[src/rtl/rvfi_check_sequencer_if.sv]
// Bundle of RVFI retire lanes and checker control signals used by rvfi_check_sequencer.
//   rvfi_valid   : per-lane retire valid (NRET bits), driven by the core side
//   core_reset   : checker reset
//   trig / check : single-cycle trigger and check pulses
//   cycle        : current cycle count (8 bits)
//   retire_cnt   : retirements counted since trig (8 bits)
//   done/timeout : sticky status
//   ext_trig/ext_check : external controls, present only with RISCV_FORMAL_SEQ_EXTCTRL_EN
// master = testbench/core side, slave = sequencer.
interface rvfi_check_sequencer_if #(
  parameter int unsigned NRET = 1
) ();
  logic [NRET-1:0] rvfi_valid;
  logic            core_reset;
  logic            trig;
  logic            check;
  logic [7:0]      cycle;
  logic [7:0]      retire_cnt;
  logic            done;
  logic            timeout;
`ifdef RISCV_FORMAL_SEQ_EXTCTRL_EN
  logic            ext_trig;
  logic            ext_check;

  modport master (
    output rvfi_valid, ext_trig, ext_check,
    input  core_reset, trig, check, cycle, retire_cnt, done, timeout
  );
  modport slave (
    input  rvfi_valid, ext_trig, ext_check,
    output core_reset, trig, check, cycle, retire_cnt, done, timeout
  );
`else
  modport master (
    output rvfi_valid,
    input  core_reset, trig, check, cycle, retire_cnt, done, timeout
  );
  modport slave (
    input  rvfi_valid,
    output core_reset, trig, check, cycle, retire_cnt, done, timeout
  );
`endif
endinterface

[src/rtl/rvfi_check_sequencer.sv]
// Scheduler for the formal testbench: derives the checker's core_reset, trig and
// check controls from a saturating cycle counter and RVFI retirement activity.
// Ports:
//   clock  : testbench clock
//   reset  : synchronous, active-high reset
//   bus    : rvfi_check_sequencer_if.slave (rvfi_valid in; core_reset, trig, check,
//            cycle, retire_cnt, done, timeout out)
// Optional feature macro: RISCV_FORMAL_SEQ_EXTCTRL_EN
//   When defined, trig/check timing comes from bus.ext_trig / bus.ext_check and the
//   cycle-255 timeout is disabled.
module rvfi_check_sequencer #(
  parameter int unsigned RESET_CYCLES = 1,
  parameter int unsigned TRIG_CYCLE   = 10,
  parameter int unsigned CHECK_CYCLE  = 15,
  parameter int unsigned NRET         = 1,
  parameter int unsigned MIN_RETIRE   = 0
) (
  input  logic                   clock,
  input  logic                   reset,
  rvfi_check_sequencer_if.slave  bus
);

  localparam int unsigned CW      = 8;
  localparam logic [CW-1:0] CMAX  = '1;

  // Elaboration-time parameter sanity checks
  if (RESET_CYCLES < 1) begin : g_chk_reset_cycles
    $error("rvfi_check_sequencer: RESET_CYCLES must be >= 1");
  end
  if (TRIG_CYCLE < RESET_CYCLES) begin : g_chk_trig_cycle
    $error("rvfi_check_sequencer: TRIG_CYCLE must be >= RESET_CYCLES");
  end
  if ((CHECK_CYCLE < TRIG_CYCLE) || (CHECK_CYCLE > 254)) begin : g_chk_check_cycle
    $error("rvfi_check_sequencer: CHECK_CYCLE must lie in [TRIG_CYCLE, 254]");
  end
  if (MIN_RETIRE > 255) begin : g_chk_min_retire
    $error("rvfi_check_sequencer: MIN_RETIRE must be <= 255");
  end
  if (NRET < 1) begin : g_chk_nret
    $error("rvfi_check_sequencer: NRET must be >= 1");
  end

  typedef enum logic [1:0] {
    S_IDLE  = 2'd0,
    S_ARMED = 2'd1,
    S_DONE  = 2'd2
  } state_t;

  state_t        state_q;
  state_t        state_d;
  logic [CW-1:0] cycle_q;
  logic [CW-1:0] retire_cnt_q;
  logic          done_q;
  logic          timeout_q;
  logic          timeout_set;

  logic [CW-1:0] cycle_c;
  logic          core_reset_c;
  logic          trig_c;
  logic          check_c;
  logic          window_c;
  logic          cycle_ok_c;
  logic [31:0]   retire_now_c;
  logic [31:0]   retire_sum_c;
  logic [CW-1:0] retire_total_c;

  // Cycle output is forced to zero while reset is held
  assign cycle_c      = reset ? '0 : cycle_q;
  assign core_reset_c = (32'(cycle_c) < RESET_CYCLES);

  // Saturating cycle counter
  always_ff @(posedge clock) begin
    if (reset) begin
      cycle_q <= '0;
    end else if (cycle_q != CMAX) begin
      cycle_q <= cycle_q + CW'(1);
    end
  end

  // State register
  always_ff @(posedge clock) begin
    if (reset) begin
      state_q <= S_IDLE;
    end else begin
      state_q <= state_d;
    end
  end

  // Output / datapath combinational process
  always_comb begin
    trig_c         = 1'b0;
    check_c        = 1'b0;
    window_c       = 1'b0;
    cycle_ok_c     = 1'b0;
    retire_now_c   = '0;
    retire_sum_c   = '0;
    retire_total_c = retire_cnt_q;

`ifdef RISCV_FORMAL_SEQ_EXTCTRL_EN
    trig_c     = (state_q == S_IDLE) && bus.ext_trig && !core_reset_c && !reset;
    cycle_ok_c = bus.ext_check;
`else
    trig_c     = (state_q == S_IDLE) && (32'(cycle_c) == TRIG_CYCLE) && !reset;
    cycle_ok_c = (32'(cycle_c) >= CHECK_CYCLE);
`endif

    // Retirements only count on the trig cycle and while armed
    window_c = trig_c || (state_q == S_ARMED);

    for (int unsigned i = 0; i < NRET; i++) begin
      retire_now_c = retire_now_c + 32'(bus.rvfi_valid[i]);
    end

    // Wide sum so that many lanes retiring at once cannot wrap before saturation
    retire_sum_c   = 32'(retire_cnt_q) + (window_c ? retire_now_c : 32'd0);
    retire_total_c = (retire_sum_c > 32'(CMAX)) ? CMAX : CW'(retire_sum_c);

    check_c = window_c && cycle_ok_c && (32'(retire_total_c) >= MIN_RETIRE) && !reset;
  end

  // Next-state process
  always_comb begin
    state_d     = state_q;
    timeout_set = 1'b0;
    unique case (state_q)
      S_IDLE: begin
        if (trig_c) begin
          state_d = check_c ? S_DONE : S_ARMED;
        end
      end
      S_ARMED: begin
        if (check_c) begin
          state_d = S_DONE;
`ifndef RISCV_FORMAL_SEQ_EXTCTRL_EN
        end else if (cycle_c == CMAX) begin
          // Counter saturated with no check: give up
          state_d     = S_DONE;
          timeout_set = 1'b1;
`endif
        end
      end
      S_DONE: begin
        state_d = S_DONE;
      end
      default: begin
        state_d = S_IDLE;
      end
    endcase
  end

  // Retire counter and sticky status
  always_ff @(posedge clock) begin
    if (reset) begin
      retire_cnt_q <= '0;
      done_q       <= 1'b0;
      timeout_q    <= 1'b0;
    end else begin
      if (window_c) begin
        retire_cnt_q <= retire_total_c;
      end
      done_q    <= (state_d == S_DONE);
      timeout_q <= timeout_q | timeout_set;
    end
  end

  assign bus.core_reset = core_reset_c;
  assign bus.trig       = trig_c;
  assign bus.check      = check_c;
  assign bus.cycle      = cycle_c;
  assign bus.retire_cnt = retire_cnt_q;
  assign bus.done       = done_q;
  assign bus.timeout    = timeout_q;

endmodule

[src/flat_wrapper.sv]
// flat-port wrapper written by rule: the top's interface ports become plain ports
module rvfi_check_sequencer_flat 
#(
  parameter int unsigned RESET_CYCLES = 1,
  parameter int unsigned TRIG_CYCLE   = 10,
  parameter int unsigned CHECK_CYCLE  = 15,
  parameter int unsigned NRET         = 1,
  parameter int unsigned MIN_RETIRE   = 0
)
  (clock, reset, bus_rvfi_valid, bus_core_reset, bus_trig, bus_check, bus_cycle, bus_retire_cnt, bus_done, bus_timeout);
  rvfi_check_sequencer_if #(.NRET(NRET)) bus_i ();
  input  logic clock;
  input  logic reset;
  input wire logic [$bits(bus_i.rvfi_valid)-1:0] bus_rvfi_valid;
  output wire logic [$bits(bus_i.core_reset)-1:0] bus_core_reset;
  output wire logic [$bits(bus_i.trig)-1:0] bus_trig;
  output wire logic [$bits(bus_i.check)-1:0] bus_check;
  output wire logic [$bits(bus_i.cycle)-1:0] bus_cycle;
  output wire logic [$bits(bus_i.retire_cnt)-1:0] bus_retire_cnt;
  output wire logic [$bits(bus_i.done)-1:0] bus_done;
  output wire logic [$bits(bus_i.timeout)-1:0] bus_timeout;
  assign bus_i.rvfi_valid = bus_rvfi_valid;
  assign bus_core_reset = bus_i.core_reset;
  assign bus_trig = bus_i.trig;
  assign bus_check = bus_i.check;
  assign bus_cycle = bus_i.cycle;
  assign bus_retire_cnt = bus_i.retire_cnt;
  assign bus_done = bus_i.done;
  assign bus_timeout = bus_i.timeout;
  rvfi_check_sequencer #(.RESET_CYCLES(RESET_CYCLES), .TRIG_CYCLE(TRIG_CYCLE), .CHECK_CYCLE(CHECK_CYCLE), .NRET(NRET), .MIN_RETIRE(MIN_RETIRE)) u_core (.clock(clock), .reset(reset), .bus(bus_i));
endmodule
[config.mk]
export PLATFORM = sky130hd
export DESIGN_NAME = rvfi_check_sequencer_flat
export DESIGN_NICKNAME = d
export VERILOG_FILES = /design/src/rtl/rvfi_check_sequencer_if.sv /design/src/rtl/rvfi_check_sequencer.sv /design/src/flat_wrapper.sv
export SDC_FILE = /design/constraint.sdc
export NUM_CORES = 1
export LEC_CHECK = 0
export BUFFER_PORTS_ARGS = -buffer_cell sky130_fd_sc_hd__buf_4
export CAP_MARGIN = 20
export CORE_UTILIZATION = 55
export DETAILED_ROUTE_END_ITERATION = 6
export GPL_ROUTABILITY_DRIVEN = 0
export PLACE_DENSITY = 0.77
export SYNTH_ARGS = -nofsm -noshare
export SYNTH_HDL_FRONTEND = slang
export SYNTH_SLANG_ARGS = --single-unit
[constraint.sdc]
create_clock -name clock -period 5.3 [get_ports clock]
set_clock_uncertainty 0.1 [all_clocks]
set_input_delay 0.265 -clock clock [delete_from_list [all_inputs] [get_ports clock]]
set_output_delay 0.265 -clock clock [all_outputs]
set_load 0.03 [all_outputs]
# Word-level counts from Yosys, hierarchy flattened
# Cells that the tools add are included.
# Widths: inputs -> output; s select.
[totals]
regBits = 20
latchBits = 0
mem_bits_rw = 0
rom_bits = 0
inputBits = 3
output_inout_bits = 21
wordCells = 35
memories = 0
[classes]
addsub = 2
n_mul = 0
n_div = 0
n_lt_le_gt_ge = 3
eq_ne = 6
shift = 0
mux = 11
bitwise = 1
reduce_logical = 7
[op_table]
columns = ["cell", "n"]
rows = [
  ["$add 8x32->32", 1],
  ["$gt 32x8->1 const B", 1],
  ["$mux 8", 2],
  ["$add 8x1->8 const B", 1],
  ["$eq 8x4->1 const B", 1],
  ["$eq 8x8->1 const B", 1],
  ["$ge 8x4->1 const B", 1],
  ["$lt 8x1->1 const B", 1],
  ["$mux 2", 4],
  ["$ne 8x8->1 const B", 1],
  ["$pmux 2 s3", 1],
  ["$eq 2x2->1 const B", 2],
  ["$logic_and 1x1->1", 4],
  ["$mux 1", 4],
  ["$eq 2x1->1 const B", 1],
  ["$logic_not 2->1", 1],
  ["$logic_not 1->1", 1],
  ["$logic_or 1x1->1", 1],
  ["$or 1x1->1", 1],
]

# Longest topological paths before layout
# Gate-level depths: netlist (run 1).
[depth]
ltp_word = 11
ltp_mapped = 11
mapped_depth_nobuf = 9

# Worst setup path after synthesis (run 1)
# No wires, ideal clock.
[synth_timing]
path_kind = "register to output"
from = "register u_core.cycle_q[7]"
to = "output port bus_check"
arrival_ns = 2.166
required_time_ns = 4.935
slack_ns = 2.769
stages_incl_launch_ff = 4
path_buffers = 0
path_cell_list = "dfxtp_1 nor4_4 a41oi_2 a2111oi_1"
[synth_via]
elab_chain_cells = 7
[synth_lines]
columns = ["element", "line", "text"]
rows = [
  ["start: declaration", "rvfi_check_sequencer.sv:51", "logic [CW-1:0] cycle_q;"],
  ["start signal: assignment", "rvfi_check_sequencer.sv:76", "cycle_q <= cycle_q + CW'(1);"],
  ["$mux 8 (*)", "rvfi_check_sequencer.sv:68", "assign cycle_c = reset ? '0 : cycle_q;"],
  ["branches (longest 4 deep; another with $ge 8x4->1)", "--", ""],
  ["$logic_and 1x1->1 (*) (2 in a row)", "rvfi_check_sequencer.sv:118", "check_c = window_c && cycle_ok_c && (32'(retire_total_c) >= MIN_RETIRE) && !reset;"],
  ["end: declaration", "flat_wrapper.sv:17", "output wire logic [$bits(bus_i.check)-1:0] bus_check;"],
]
# Mark *: on every way between the ends.

# Worst setup path in the final report (run 1)
[layout_timing]
from = "register u_core.cycle_q[7]"
to = "register u_core.retire_cnt_q[5] (netlist: u_core.bus.retire_cnt[5])"
[layout_via]
elab_chain_cells = 9
[layout_lines]
columns = ["element", "line", "text"]
rows = [
  ["$mux 8 (*)", "rvfi_check_sequencer.sv:68", ""],
  ["$eq 8x4->1 (*)", "rvfi_check_sequencer.sv:103", "trig_c = (state_q == S_IDLE) && (32'(cycle_c) == TRIG_CYCLE) && !reset;"],
  ["$logic_and 1x1->1 (*) (2 in a row)", "rvfi_check_sequencer.sv:103", ""],
  ["$logic_or 1x1->1 (*)", "rvfi_check_sequencer.sv:108", "window_c = trig_c || (state_q == S_ARMED);"],
  ["$mux 1", "rvfi_check_sequencer.sv:115", "retire_sum_c = 32'(retire_cnt_q) + (window_c ? retire_now_c : 32'd0);"],
  ["$add 8x32->32", "rvfi_check_sequencer.sv:115", ""],
  ["$gt 32x8->1", "rvfi_check_sequencer.sv:116", "retire_total_c = (retire_sum_c > 32'(CMAX)) ? CMAX : CW'(retire_sum_c);"],
  ["$mux 8", "rvfi_check_sequencer.sv:116", ""],
  ["end signal: assignment", "rvfi_check_sequencer.sv:159", "retire_cnt_q <= retire_total_c;"],
  ["end: declaration", "rvfi_check_sequencer.sv:52", "logic [CW-1:0] retire_cnt_q;"],
]
# Every way passes the cells marked *; elsewhere a longest branch is shown, timed or not.
# A chain may end at the register's enable or synchronous reset.

==> metrics.cfg, run 1 <==
[status]
status=finished clean

[cts]
htree_levels=1
post_cts_resized=0
cts_tree=built
root_buffer=clkbuf_4
hold_buffers=0
clkLatencyLatePin_ps=300
cts.clk_slew.worst_paths_ps=110
post_cts_buffers=0
clockBufferDepth=2
cts_inserted_buffers=3
cts_sinks=20

[critical_path]
path_class=flip-flop to flip-flop
cp.arrival_ps=2970
start_kind=flip-flop
crit_required_ps=5420
path_max_fanout=10
end_kind=flip-flop

[power]
powerDensity_nw_per_um2=204
irDropWorstVdd_v=0.000175
power_leakage_nw=0.510

[detailed_routing]
routed_wl_mm=2.27
firstDrtPassIters=5
avgViaCountPerCell=5.99
drtIter0Drc=19
wire_per_inst_um=12.9
num_vias=1054
drc=0
postRouteAntennaNets=0

[hold_path]
min-delay-path-class=primary input to flip-flop

[grt]
antenna_found_initial=0
grt_usage=0.230
grtUsageMet2=0.383
grt_use_met3=0.0588
grt_max_degree=30
top_usage_layer=met2
met1_usage=0.296
grt_first_pass_wirelength_mm=3.62
grt_pass1_vias=876
grt-ovfl-total=0

[sta]
fin_setup_tns_ps=0
holdWs_ps=220
finalCriticalPeriod_ps=2850
setup_violations=0
slew_headroom=0.710
rsz0062_at_grt=no
worstMarginPinSlew_ps=434
slew_violations=0
max_freq_mhz=351
final_hold_viol_count=0
post-route-period-util=0.538

[floorplan]
die_x_um=46.4
die_area_um2=2150
core_area_um2=1780
num_io_pins=24
row_count=15
die_y_um=46.4
start_util=0.607

[yosys]
synthCells=130
synth_seq_cells=20
synth_flop_cell=dfxtp_1
yosysSeqAreaShare=0.370
syn_nets=136
avgSynthCellArea_um2=8.33
synth_warnings=0
yosysUniqueCellTypes=33
synth_compound_area_frac=0.177
synth_simple_gate_area_share=0.349
post_synth_fa_ha_maj_area_fraction=0.0347
synth.cell_area_um2=1080
synth-edff-count=0
synthMuxAreaShare=0.00925
synth_top_family_by_area=simple AND/OR/NAND/NOR gates
synth_xor_area_frac=0.0243
async_flop_share=0

[cells_and_area]
seq_area_um2=400
syn_to_final_growth_pct=19.3
diodes=0
drive_above_1_share=0.199
multi_input_area_um2=643
nNetsFinal=158
final_common_cell=buf_4
final_cell_mix=buf_4, dfxtp_1, nor2_1
finish.utilization=0.724
fill_cells=152

[run]
drv_cap=0

[place]
port_buffers=23
dpl.hpwl_mm=1.62

[path summary, 6_finish.rpt]
path | startpoint | endpoint | slack (ps) | cells past startpoint
hold / removal | reset | u_core.cycle_q[0] | 220 | 2
setup / recovery | u_core.cycle_q[7] | u_core.bus.retire_cnt[5] | 2450 | 9
setup reg to reg | u_core.cycle_q[7] | u_core.bus.retire_cnt[5] | 2450 | 9
hold reg to reg | u_core.bus.timeout | u_core.bus.timeout | 380 | 1
[layout make-up]
type | instances | area share
flip-flops and latches | 20 | 0.310
repair buffers | 23 | 0.134
inverters | 2 | 0.00581
well taps | 25 | 0.0242
clock buffers | 4 | 0.0281
multi-input cells | 102 | 0.498
[sequential cells by signal, summed over array words and instances (netlist names)]
register	cells
u_core.state_q	2
u_core.cycle_q	8
u_core.bus.retire_cnt	8
u_core.bus.timeout	1
u_core.bus.done	1
[logic make-up (layout without fill, tap and decap cells)]
logic type,after synthesis,in the layout
xor+xnor,3,3
buf+inv,8,29
simple gates,67,67
compound gates,28,28
flops,20,20
fa+ha+maj,3,3
mux,1,1
[Yosys cell counts (3+ instances only)]
master	number	area [um^2]
a21oi_1	8	40.0
clkbuf_1	4	15.0
a31oi_1	6	37.5
xor2_1	3	26.3
nand3_1	6	30.0
dfxtp_1	20	400
o21ai_0	4	20.0
nor2b_1	11	68.8
nor3_1	10	50.1
nand4_1	4	25.0
nand2_1	5	18.8
nor4_1	4	25.0
ha_1	3	37.5
and3_1	3	18.8
nor2_1	15	56.3
[critical path: stages (launching register included)]
cell and delay (ps):
dfxtp_1 390, nor4_4 400, a41o_1 440, and3_1 210, ha_1 190, ha_1 190, nand4_1 170, nor2_1 340
nor3_1 90, a311oi_1 250
[routing by layer]
layer  vias up  share of wire
li1        530              -
met1       487           0.48
met2        33           0.46
met3         4          0.057
met4         0         0.0035
met5         -              0
[power by group]
| group | internal [W] | leakage (nW) | switching (W) |
|---|---|---|---|
| Clock | 0.0000419 | 0.0210 | 0.0000448 |
| Combinational | 0.00000832 | 0.327 | 0.0000131 |
| Sequential | 0.000152 | 0.162 | 0.00000344 |
| Total | 0.000202 | 0.510 | 0.0000614 |
[per-stage QoR]
step	total power (W)	worst slack, ps	instance area (um^2)	cells
finish	0.000264	2450	1290	176
global route	0.000275	2170	1290	176
CTS	0.000266	2480	1290	176
detailed placement	0.000181	2530	1250	172
global placement	0.000180	2650	1250	172
floorplan	0.000174	2770	1080	130
(Power assumes the default switching activity.)
==> inputs of run 2 (changes only) <==
--- a/config.mk
+++ b/config.mk
@@ -7,10 +7,10 @@
 export LEC_CHECK = 0
 export BUFFER_PORTS_ARGS = -buffer_cell sky130_fd_sc_hd__buf_4
 export CAP_MARGIN = 20
-export CORE_UTILIZATION = 55
+export CORE_UTILIZATION = 47
 export DETAILED_ROUTE_END_ITERATION = 6
 export GPL_ROUTABILITY_DRIVEN = 0
-export PLACE_DENSITY = 0.77
+export PLACE_DENSITY = 0.69
 export SYNTH_ARGS = -nofsm -noshare
 export SYNTH_HDL_FRONTEND = slang
 export SYNTH_SLANG_ARGS = --single-unit
==> constraint.sdc (replaced) <==
create_clock -name clock -period 2.3 [get_ports clock]
set_clock_uncertainty 0.1 [all_clocks]
set_input_delay 0.115 -clock clock [delete_from_list [all_inputs] [get_ports clock]]
set_output_delay 0.115 -clock clock [all_outputs]
set_load 0.03 [all_outputs]
==> metrics.cfg, run 2 (synthesis gave the netlist of run 1 again) <==
[floorplan]
num_io_pins=24  ; unchanged
core_area_um2=2190  ; +23%
die_y_um=50.0  ; +7.8%
die_x_um=50.0  ; +7.8%
start_util=0.494  ; -0.113
row_count=17  ; +2
die_area_um2=2500  ; +16%

[sta]
slew_violations=0  ; unchanged
slew_headroom=0.750  ; +0.0402
worstMarginPinSlew_ps=371  ; -63.1 ps
rsz0062_at_grt=yes
max_freq_mhz=430  ; +23%
setup_violations=1  ; +1
finalCriticalPeriod_ps=2330  ; -526 ps
final_hold_viol_count=0  ; unchanged
post-route-period-util=1.01  ; +0.473
finalWorstSetupSlack_ps=-27.0  ; -2470 ps

[critical_path]
cpMaxStageDelayCell=dfxtp_4
critPathMaxStageDelay_ps=380  ; -60 ps
crit_required_ps=2430  ; -2990 ps
cp.arrival_ps=2450  ; -520 ps
path_max_fanout=5  ; -5
worst_path_most_repeated_cell=ha_4
path_class=flip-flop to flip-flop
end_kind=flip-flop
start_kind=flip-flop
worst-path-buf-inv=0  ; unchanged
path_cells=nor4_4 -> a41o_1 -> and3_4 -> ha_4 -> ha_4 -> nand4_1 -> nor2_4 -> nor3_2 -> a311oi_1
path_delay_family=simple AND/OR/NAND/NOR gates

[cells_and_area]
finish.utilization=0.684  ; -0.0400
drive_above_1_share=0.335  ; +0.137
nNetsFinal=174  ; +10%
syn_to_final_growth_pct=38.5
diodes=0  ; unchanged
final_common_cell=buf_4
final_cell_mix=buf_4, dfxtp_1, nor2_1

[grt]
grt_first_pass_wirelength_mm=4.20  ; +16%
grt_usage=0.222  ; -0.00791
grt_pass1_vias=1009  ; +15%
grt_max_degree=29  ; -3.3%
antenna_found_initial=0  ; unchanged
grt-ovfl-total=0  ; unchanged

[power]
powerDensity_nw_per_um2=422  ; +110%
power_leakage_nw=0.586  ; +15%
irDropWorstVdd_v=0.000351  ; +100%

[status]
violations=negative setup slack
status=finished, violations left

[cts]
cts_sinks=20  ; unchanged
clockBufferDepth=2  ; unchanged
root_buffer=clkbuf_4
cts_tree=built
hold_buffers=0  ; unchanged
cts_inserted_buffers=3  ; unchanged
cts.clk_slew.worst_paths_ps=120  ; about the same
htree_levels=1  ; unchanged
clkLatencyLatePin_ps=310  ; about the same

[detailed_routing]
drtIter0Drc=29  ; +10
avgViaCountPerCell=5.90  ; -1.4%
num_vias=1151  ; +9.2%
firstDrtPassIters=4  ; -1
wire_per_inst_um=14.0  ; +8.6%
postRouteAntennaNets=0  ; unchanged
routed_wl_mm=2.73  ; +20%
drc=0  ; unchanged

[place]
dpl.hpwl_mm=1.90  ; +17%
post-place-ws_ps=72.9  ; -2460 ps
port_buffers=23  ; unchanged

[run]
drv_cap=0  ; unchanged

[hold_path]
min-delay-path-class=primary input to flip-flop

==> run 2: stage by stage <==
step                TNS, ps  total power [W]  area [um^2]  cells  hold WS [ps]
floorplan             -47.2         0.000404         1130    130           213
global placement          0         0.000429         1390    186           353
detailed placement        0         0.000430         1390    186           362
CTS                       0         0.000639         1420    190          30.4
global route           -539         0.000654         1500    195          78.8
finish                -27.0         0.000632         1500    195          55.9
==> run 2: worst paths after layout <==
path,start,endpoint,slack (ps),depth (start not counted)
max,u_core.cycle_q[4],u_core.bus.retire_cnt[5],-30,9
min,reset,u_core.bus.retire_cnt[4],60,4
max reg2reg,u_core.cycle_q[4],u_core.bus.retire_cnt[5],-30,9
min reg2reg,u_core.bus.timeout,u_core.bus.timeout,380,1
==> run 2: worst min-delay path: stages <==
cell     delay, ps
buf_4           80
inv_1           90
o21ai_0        100
nor2_1          40
==> run 2: where the power goes <==
group,switching [W],total [W],internal (W)
registers,0.00000344,0.000352,0.000348
logic,0.0000398,0.0000690,0.0000293
clock network,0.000115,0.000212,0.0000967
==> run 2: area by class of cell <==
| cell class | count | area, um^2 |
|---|---|---|
| multi-input cells | 102 | 719 |
| fillers | 182 | 692 |
| flip-flops and latches | 20 | 408 |
| repair buffers | 39 | 293 |
| clock buffers | 4 | 36.3 |
| well taps | 28 | 35.0 |
| inverters | 2 | 7.51 |
==> run 2: repair_timing <==
action	in CTS	in global routing
setup endpoints to repair	0	6
setup buffers	0	5
gates resized for setup	0	7
==> run 2: routing by layer <==
metal,share of wire,GRT usage,vias up
li1,-,-,561
met1,0.41,0.234,550
met2,0.54,0.404,34
met3,0.039,0.0340,6
met4,0.017,0.138,0
met5,0,0,-
==> inputs of run 3 (changes only) <==
--- a/config.mk
+++ b/config.mk
@@ -10,7 +10,7 @@
 export CORE_UTILIZATION = 47
 export DETAILED_ROUTE_END_ITERATION = 6
 export GPL_ROUTABILITY_DRIVEN = 0
-export PLACE_DENSITY = 0.69
+export PLACE_DENSITY = 0.73
 export SYNTH_ARGS = -nofsm -noshare
 export SYNTH_HDL_FRONTEND = slang
 export SYNTH_SLANG_ARGS = --single-unit
==> metrics.cfg, run 3 (synthesis gave the netlist of run 1 again) <==
[detailed_routing]
num_vias=1127  ; -2.1%
drtIter0Drc=44  ; +52%
avgViaCountPerCell=5.93  ; +0.49%
postRouteAntennaNets=0  ; unchanged
drt-met1-wl_mm=1.12  ; +0.81%
drc=0  ; unchanged
firstDrtPassIters=4  ; unchanged
routed_wl_mm=2.59  ; -5.3%
wl_met3_um=87  ; -19%
wire_per_inst_um=13.6  ; -2.8%
topRoutingLayerUsed=met4
wl_met2_mm=1.35  ; -7.7%

[sta]
worstMarginPinSlew_ps=336  ; -34.9 ps
slew_violations=0  ; unchanged
final_hold_viol_count=0  ; unchanged
finalCriticalPeriod_ps=2260  ; -68.2 ps
setup_violations=0  ; -1
rsz0062_at_grt=yes
max_freq_mhz=443  ; +3.0%
slew_headroom=0.775  ; +0.0248
finalWorstSetupSlack_ps=41.3  ; +68.2 ps
post-route-period-util=0.982  ; -0.0297

[place]
port_buffers=23  ; unchanged
dpl.hpwl_mm=1.83  ; -3.7%
place_area_um2=1370  ; -1.1%
post-place-ws_ps=43.0  ; -29.9 ps

[grt]
grt_first_pass_wirelength_mm=4.06  ; -3.5%
grt_usage=0.213  ; -0.00968
grt_pass1_vias=966  ; -4.3%
antenna_found_initial=0  ; unchanged
grt-ovfl-total=0  ; unchanged
grt_max_degree=29  ; unchanged

[floorplan]
die_x_um=50.0  ; unchanged
core_area_um2=2190  ; unchanged
num_io_pins=24  ; unchanged
start_util=0.494  ; unchanged
die_area_um2=2500  ; unchanged
die_y_um=50.0  ; unchanged
row_count=17  ; unchanged

[critical_path]
crit_start=u_core.cycle_q[6]
r2r_end=u_core.bus.retire_cnt[0]
crit_required_ps=2430  ; about the same
path_max_fanout=6  ; +1
cp.arrival_ps=2380  ; -70 ps
critPathMaxStageDelay_ps=370  ; about the same
rrSetupSlack_ps=40  ; +70 ps
worst_path_most_repeated_cell=ha_4
end_kind=flip-flop
path_class=flip-flop to flip-flop
path_cells=nor4_4 -> a41o_1 -> and3_4 -> ha_4 -> ha_4 -> nand4_1 -> nor2_4 -> buf_4 -> nor4_1 -> nor3_1
r2r_cells=10  ; +1
start_kind=flip-flop
cpMaxStageDelayCell=dfxtp_2
reg2reg_from=u_core.cycle_q[6]

[power]
switching_share=0.243  ; -0.00679
seqPwrFrac=0.563  ; +0.007
irDropWorstVdd_v=0.000280  ; -20%
p_sw_w=0.000153  ; -3.5%
power_frac_clock=0.328  ; -0.006
powerDensity_nw_per_um2=435  ; +3.1%
power_leakage_nw=0.562  ; -4.1%
power_frac_comb=0.108  ; about the same
internal_power_w=0.000475  ; +0.13%

[status]
status=finished clean

[cells_and_area]
syn_to_final_growth_pct=33.3
diodes=0  ; unchanged
fin_area_um2=1440  ; -3.8%
final_common_cell=buf_4
nNetsFinal=169  ; -2.9%
drive_above_1_share=0.296  ; -0.0390
final_cell_mix=buf_4, dfxtp_1, nor2_1

[hold_path]
hold_path_depth=4  ; unchanged
holdCritStartpoint=reset
hold_end=u_core.state_q[0]
min-delay-path-class=primary input to flip-flop

[cts]
root_buffer=clkbuf_4
htree_levels=1  ; unchanged
clkLatencyLatePin_ps=300  ; about the same
hold_buffers=0  ; unchanged
clockBufferDepth=2  ; unchanged
cts.clk_slew.worst_paths_ps=110  ; about the same
cts_tree=built
cts_sinks=20  ; unchanged
cts_inserted_buffers=3  ; unchanged

[run]
drv_cap=0  ; unchanged

==> run 3: layout make-up <==
cell class | count | area, um^2
multi-input cells | 102 | 703
repair buffers | 34 | 255
inverters | 2 | 7.51
flip-flops and latches | 20 | 405
fillers | 197 | 748
well taps | 28 | 35.0
clock buffers | 4 | 36.3
==> run 3: worst max-delay path by stage <==
| stage | end | slack (ps) | depth (start not counted) |
|---|---|---|---|
| detailed placement | u_core.bus.retire_cnt[5] | 40 | 9 |
| global placement | u_core.bus.retire_cnt[5] | 140 | 9 |
| finish | u_core.bus.retire_cnt[0] | 40 | 10 |
| global route | u_core.bus.retire_cnt[5] | -100 | 9 |
| floorplan | u_core.bus.retire_cnt[5] | -50 | 10 |
| CTS | u_core.bus.retire_cnt[5] | 10 | 9 |
==> run 3: metal layers <==
metal	vias up	track usage
li1	556	-
met3	4	0.0278
met2	33	0.373
met1	534	0.236
met4	0	0.138
met5	-	0
==> run 3: power by group through the flow <==
stage / clock network (W) / logic, W / registers [W]
2_1_floorplan: 0 / 0.0000402 / 0.000364
3_3_place_gp: 0 / 0.0000658 / 0.000362
3_5_place_dp: 0 / 0.0000669 / 0.000363
4_1_cts: 0.000213 / 0.0000673 / 0.000355
5_1_grt: 0.000230 / 0.0000734 / 0.000354
6_report: 0.000206 / 0.0000679 / 0.000354
==> run 3: worst max-delay path, delay by kind of cell, from the launching register on <==
family	cells	cell delay (ps)
AOI/OAI and AO/OA	1	230
adders and majority gates	2	270
buffers and inverters	1	130
DFF	1	370
and+or+nand+nor	6	1070
==> run 3: what timing repair did <==
item	in CTS	in global routing
gates resized for setup	0	3
endpoints found under the setup margin	0	5
buffers inserted	0	2
==> run 3: stage by stage <==
step                      hold slack, ps  cells  TNS [ps]   util  total power (W)
after detailed placement             344    184         0  0.626         0.000430
after global placement               349    184         0  0.626         0.000428
after floorplan                      213    130     -47.2      -         0.000404
after CTS                           11.4    188         0  0.643         0.000635
final                               38.3    190         0  0.658         0.000628
after global routing                41.6    190      -344  0.658         0.000657
